### src/rtl/alu_exec_unit.sv
// Multi-cycle ALU execute stage: single-cycle arithmetic/logic ops, bit-serial shifts,
// valid/ready handshakes on both sides and registered Z/C/N flags.
module alu_exec_unit #(
   parameter int W   = 8,
   parameter int SHW = $clog2(W)
) (
   input  logic         Clk,
   input  logic         Reset_n,
   input  logic         in_valid,
   output logic         in_ready,
   input  logic [2:0]   in_op,
   input  logic [W-1:0] in_a,
   input  logic [W-1:0] in_b,
   output logic         out_valid,
   input  logic         out_ready,
   output logic [W-1:0] out_result,
   output logic         out_wr_en,
   output logic         flag_z,
   output logic         flag_c,
   output logic         flag_n,
   output logic         busy
);

   localparam logic [2:0] OP_ADD = 3'b000;
   localparam logic [2:0] OP_LSL = 3'b001;
   localparam logic [2:0] OP_XOR = 3'b010;
   localparam logic [2:0] OP_AND = 3'b011;
   localparam logic [2:0] OP_CMP = 3'b100;
   localparam logic [2:0] OP_SET = 3'b101;
   localparam logic [2:0] OP_LSR = 3'b110;
   localparam logic [2:0] OP_SUB = 3'b111;

   typedef enum logic [1:0] {ST_IDLE, ST_SHIFT, ST_DONE} state_t;

   state_t         r_state;
   logic [W-1:0]   r_work;
   logic [SHW-1:0] r_cnt;
   logic           r_left;

   logic [W:0]     w_sum;
   logic [W-1:0]   w_diff;
   logic [SHW-1:0] w_shamt;
   logic           w_is_shift;
   logic [W-1:0]   w_res;
   logic [W-1:0]   w_fval;
   logic           w_c;
   logic           w_wr;
   logic           w_upd;
   logic [W-1:0]   w_step;
   logic           w_out;

   assign in_ready  = (r_state == ST_IDLE);
   assign out_valid = (r_state == ST_DONE);
   assign busy      = (r_state != ST_IDLE);

   assign w_shamt    = in_b[SHW-1:0];
   assign w_is_shift = (in_op == OP_LSL) || (in_op == OP_LSR);

   // Single-cycle result; also covers zero-amount shifts, which pass in_a through.
   always_comb begin
      w_sum  = {1'b0, in_a} + {1'b0, in_b};
      w_diff = in_a - in_b;
      w_res  = '0;
      w_fval = '0;
      w_c    = 1'b0;
      w_wr   = 1'b1;
      w_upd  = 1'b1;
      case (in_op)
         OP_ADD: begin
            w_res  = w_sum[W-1:0];
            w_c    = w_sum[W];
            w_fval = w_sum[W-1:0];
         end
         OP_LSL, OP_LSR: begin
            w_res  = in_a;
            w_fval = in_a;
         end
         OP_XOR: begin
            w_res  = in_a ^ in_b;
            w_fval = in_a ^ in_b;
         end
         OP_AND: begin
            w_res  = in_a & in_b;
            w_fval = in_a & in_b;
         end
         OP_CMP: begin
            w_res  = in_a;
            w_c    = (in_a >= in_b);
            w_fval = w_diff;
            w_wr   = 1'b0;
         end
         OP_SET: begin
            w_res  = in_b;
            w_upd  = 1'b0;
         end
         default: begin
            w_res  = w_diff;
            w_c    = (in_a >= in_b);
            w_fval = w_diff;
         end
      endcase
   end

   always_comb begin
      if (r_left) begin
         w_step = {r_work[W-2:0], 1'b0};
         w_out  = r_work[W-1];
      end else begin
         w_step = {1'b0, r_work[W-1:1]};
         w_out  = r_work[0];
      end
   end

   always_ff @(posedge Clk or negedge Reset_n) begin
      if (!Reset_n) begin
         r_state    <= ST_IDLE;
         r_work     <= '0;
         r_cnt      <= '0;
         r_left     <= 1'b0;
         out_result <= '0;
         out_wr_en  <= 1'b0;
         flag_z     <= 1'b0;
         flag_c     <= 1'b0;
         flag_n     <= 1'b0;
      end else begin
         case (r_state)
            ST_IDLE: begin
               if (in_valid) begin
                  if (w_is_shift && (w_shamt != '0)) begin
                     r_work  <= in_a;
                     r_cnt   <= w_shamt;
                     r_left  <= (in_op == OP_LSL);
                     r_state <= ST_SHIFT;
                  end else begin
                     out_result <= w_res;
                     out_wr_en  <= w_wr;
                     if (w_upd) begin
                        flag_z <= (w_fval == '0);
                        flag_c <= w_c;
                        flag_n <= w_fval[W-1];
                     end
                     r_state <= ST_DONE;
                  end
               end
            end
            // Last shift step writes the outputs directly so out_valid rises n+1 cycles after accept.
            ST_SHIFT: begin
               r_work <= w_step;
               r_cnt  <= r_cnt - SHW'(1);
               if (r_cnt == SHW'(1)) begin
                  out_result <= w_step;
                  out_wr_en  <= 1'b1;
                  flag_z     <= (w_step == '0);
                  flag_c     <= w_out;
                  flag_n     <= w_step[W-1];
                  r_state    <= ST_DONE;
               end
            end
            ST_DONE: begin
               if (out_ready) r_state <= ST_IDLE;
            end
            default: r_state <= ST_IDLE;
         endcase
      end
   end

endmodule

### config.mk
export PLATFORM = sky130hd
export DESIGN_NAME = alu_exec_unit
export DESIGN_NICKNAME = d
export VERILOG_FILES = /design/src/rtl/alu_exec_unit.sv
export SDC_FILE = /design/constraint.sdc
export NUM_CORES = 1
export LEC_CHECK = 0
export CAP_MARGIN = 20
export CORE_ASPECT_RATIO = 2
export CORE_MARGIN = 2
export CORE_UTILIZATION = 49
export CTS_CLUSTER_SIZE = 40
export DETAILED_ROUTE_END_ITERATION = 12
export PLACE_DENSITY = 0.84
export SLEW_MARGIN = 10
export SYNTH_ARGS = -nofsm -noshare
export SYNTH_HDL_FRONTEND = slang
export SYNTH_SLANG_ARGS = --single-unit
### constraint.sdc
create_clock -name Clk -period 1.94 [get_ports Clk]
set_input_delay 0.388 -clock Clk [delete_from_list [all_inputs] [get_ports Clk]]
set_output_delay 0.388 -clock Clk [all_outputs]
set_load 0.02 [all_outputs]
==> reports/qor.csv <==
metric,value,unit
syn-num-nets,383,
drive_gt1_frac,0.449,
start_util,0.500,
drc,2,
clk_path_buf_depth,2,
max_freq,449,MHz
reg2reg_slack,0.02,ns
min_period,2.22,ns
numCtsBuffers,3,
synth_ff_type,dfrtp_1,
synth-edff-count,0,
cts_root_buffer,clkbuf_8,
grt_max_degree,27,
sequentialPowerShare,0.272,
relSlewSlack,0.687,
worst_slack,-0.285,ns
hold_viol,0,
synthesis.area,0.00266,mm2
grt_pass1_vias,3484,
viasPerCell,6.43,
hold_class,in2reg,
area_growth,69.0,%
cp-start-kind,input port,
clockPowerShare,0.116,
setup_viol,11,
async_flop_share,1.00,
rows,38,
setup_tns,-1.54,ns
grt.total_usage,0.350,
worst_pin_slew,0.466,ns
placed_area,0.00382,mm2
worstSetupPathType,in2reg,
gr-total-overflow,0,
antenna_left,0,
p_sw_frac,0.434,
clock-sinks,26,
hpwlAfterDp,7.61,mm
combPwrFrac,0.612,
synth_seq_cells,26,
antenna_cells,0,
first_pass_iters,10,
dieArea,0.00607,mm2
htreeDepth,1,
yosysUniqueCellTypes,57,
synth.top_cell.area_share,0.245,
crit_required,2.10,ns
tritoncts,yes,
synthCells,340,
pwr_density_cell,884,mW/mm2
final_max_slew_viol_count,0,
p_int,2.25,mW
avgSynthCellArea,7.82,um2
grt_first_pass_wirelength,16.8,mm
p_switching,1.72,mW
crit_arrival,2.38,ns
violations,"DRC, setup timing",
io_buffers,37,
reg2reg_depth,5,
yosys.area.top_type,dfrtp_1,
detail_route.wl_per_cell,21.2,um
place_congestion,0.970,
status,"complete, but fails checks",
finalCritPeriodShare,1.15,
end_kind,flip-flop,
nNetsFinal,525,
clk_pin_slew,0.10,ns
worstHoldPathCells,3,
power,3.97,mW
max-cap-violations,0,
die_y,108,um
path_max_fanout,3,
io_pins,38,
die_w,56.1,um
multi_input_area,0.00225,mm2
wl,11.5,mm
fin_area,0.00450,mm2
vias,3480,
antenna_found_initial,0,
ys_warn_count,0,
insertion_delay,0.28,ns
dr.first_iter.drc_count,274,
rsz0062_at_grt,yes,
leakagePower,1.93,nW
core,0.00533,mm2
utilization,0.844,
ir_drop,1.27,mV
ys_seq_area_frac,0.245,
num-fill-cells,281,
final-seq-area,651,um2
synthTopCellsByArea,"dfrtp_1 (24%), ha_1 (8.5%), a21oi_1 (6.2%)",
fin_skew,0.00615,ns
power by group through the flow:
| stage | Combinational, mW | Sequential (mW) | Clock (mW) |
|---|---|---|---|
| global route | 2.55 | 1.10 | 0.476 |
| finish | 2.43 | 1.08 | 0.462 |
| global placement | 2.01 | 1.02 | 0 |
| floorplan | 1.06 | 1.12 | 0 |
| detailed placement | 2.09 | 1.05 | 0 |
| CTS | 2.25 | 1.04 | 0.458 |
Yosys cell counts, types with 5 or more instances:
master	number
buf_2	10
nor2_1	31
nor2b_1	10
ha_1	18
a21oi_1	33
nand2_1	24
nor3_1	9
a211oi_1	9
nor4_1	5
clkbuf_1	7
mux2i_1	10
o21ai_0	25
inv_1	24
nand2b_1	9
mux2_2	7
dfrtp_1	26
o22ai_1	6
a31oi_1	8
final cells by class:
type                       count  area share
timing repair buffer         157       0.298
sequential                    26       0.145
multi-input combinational    269       0.501
clock buffer                   3     0.00918
tap                           60      0.0167
inverter                      25      0.0237
clock inverter                 1     0.00668
registers in the layout, summed over array words and instances, names as in the netlist:
signal and cells:
r_work 8, r_left 1, out_result 8, r_cnt 3
flag_c 1, flag_n 1, r_state 2, out_wr_en 1
flag_z 1
layer usage:
metal	global-route usage	wire [um]	vias to the layer above
met3	0.0598	847	76
li1	-	-	1520
met2	0.621	5910	254
met1	0.367	3960	1630
met4	0.243	784	0
met5	0	0	-
critical path, cell delays in order:
cell      delay [ns]
buf_6           0.10
buf_6           0.11
ha_4            0.15
or3_1           0.34
o221a_1         0.27
buf_4           0.16
or3b_1          0.37
a32o_1          0.24
o211ai_1        0.13
a31oi_1         0.13
cell usage in the layout, fill, tap and decap left out, types with 4 or more instances in the layout:
| cell | instances |
|---|---|
| a21oi_2 | 7 |
| buf_8 | 4 |
| nor2_1 | 28 |
| nor2b_1 | 9 |
| a21oi_1 | 24 |
| buf_6 | 16 |
| inv_2 | 7 |
| clkdlybuf4s50_1 | 16 |
| mux2_2 | 4 |
| o21bai_1 | 4 |
| mux2i_1 | 10 |
| nor3_1 | 6 |
| buf_2 | 6 |
| a211oi_1 | 6 |
| inv_1 | 17 |
| buf_4 | 103 |
| nor4_1 | 4 |
| nor3_2 | 4 |
| dlygate4sd2_1 | 5 |
| nand2b_1 | 7 |
| ha_1 | 4 |
| a31oi_1 | 8 |
| dfrtp_1 | 26 |
| o211ai_1 | 4 |
| ha_4 | 14 |
| o21ai_0 | 22 |
| nand2_1 | 24 |
logic make-up after synthesis:
family / synth area share
compound gates: 0.280
simple gates: 0.216
buf+inv: 0.0696
flops: 0.245
fa+ha+maj: 0.0997
mux: 0.0673
xor+xnor: 0.0230
what timing repair did:
item	in CTS	in global routing
gates cloned	0	1
resized for setup	124	31
hold buffers	0	0
endpoints found under the setup margin	29	20
pin swaps	45	29
hold endpoints to repair	0	0
buffers inserted	19	9
metrics by stage:
stage                     hold slack (ns)  worst slack, ns  std cells
after global placement              0.477           -0.875        508
after CTS                           0.426           -0.254        531
after floorplan                    0.0924           -0.114        340
final                               0.440           -0.285        541
after detailed placement            0.510           -0.926        508
after global routing                0.449           -0.305        541
final timing paths:
path / start / to
min in group asynchronous: Reset_n / flag_c
min: in_b[0] / r_cnt[0]
min reg2reg: flag_n / flag_n
max reg2reg: r_left / flag_z
max in group asynchronous: Reset_n / r_work[1]
max: in_b[4] / out_result[7]
No activity file was read; power rests on OpenSTA's default activity.
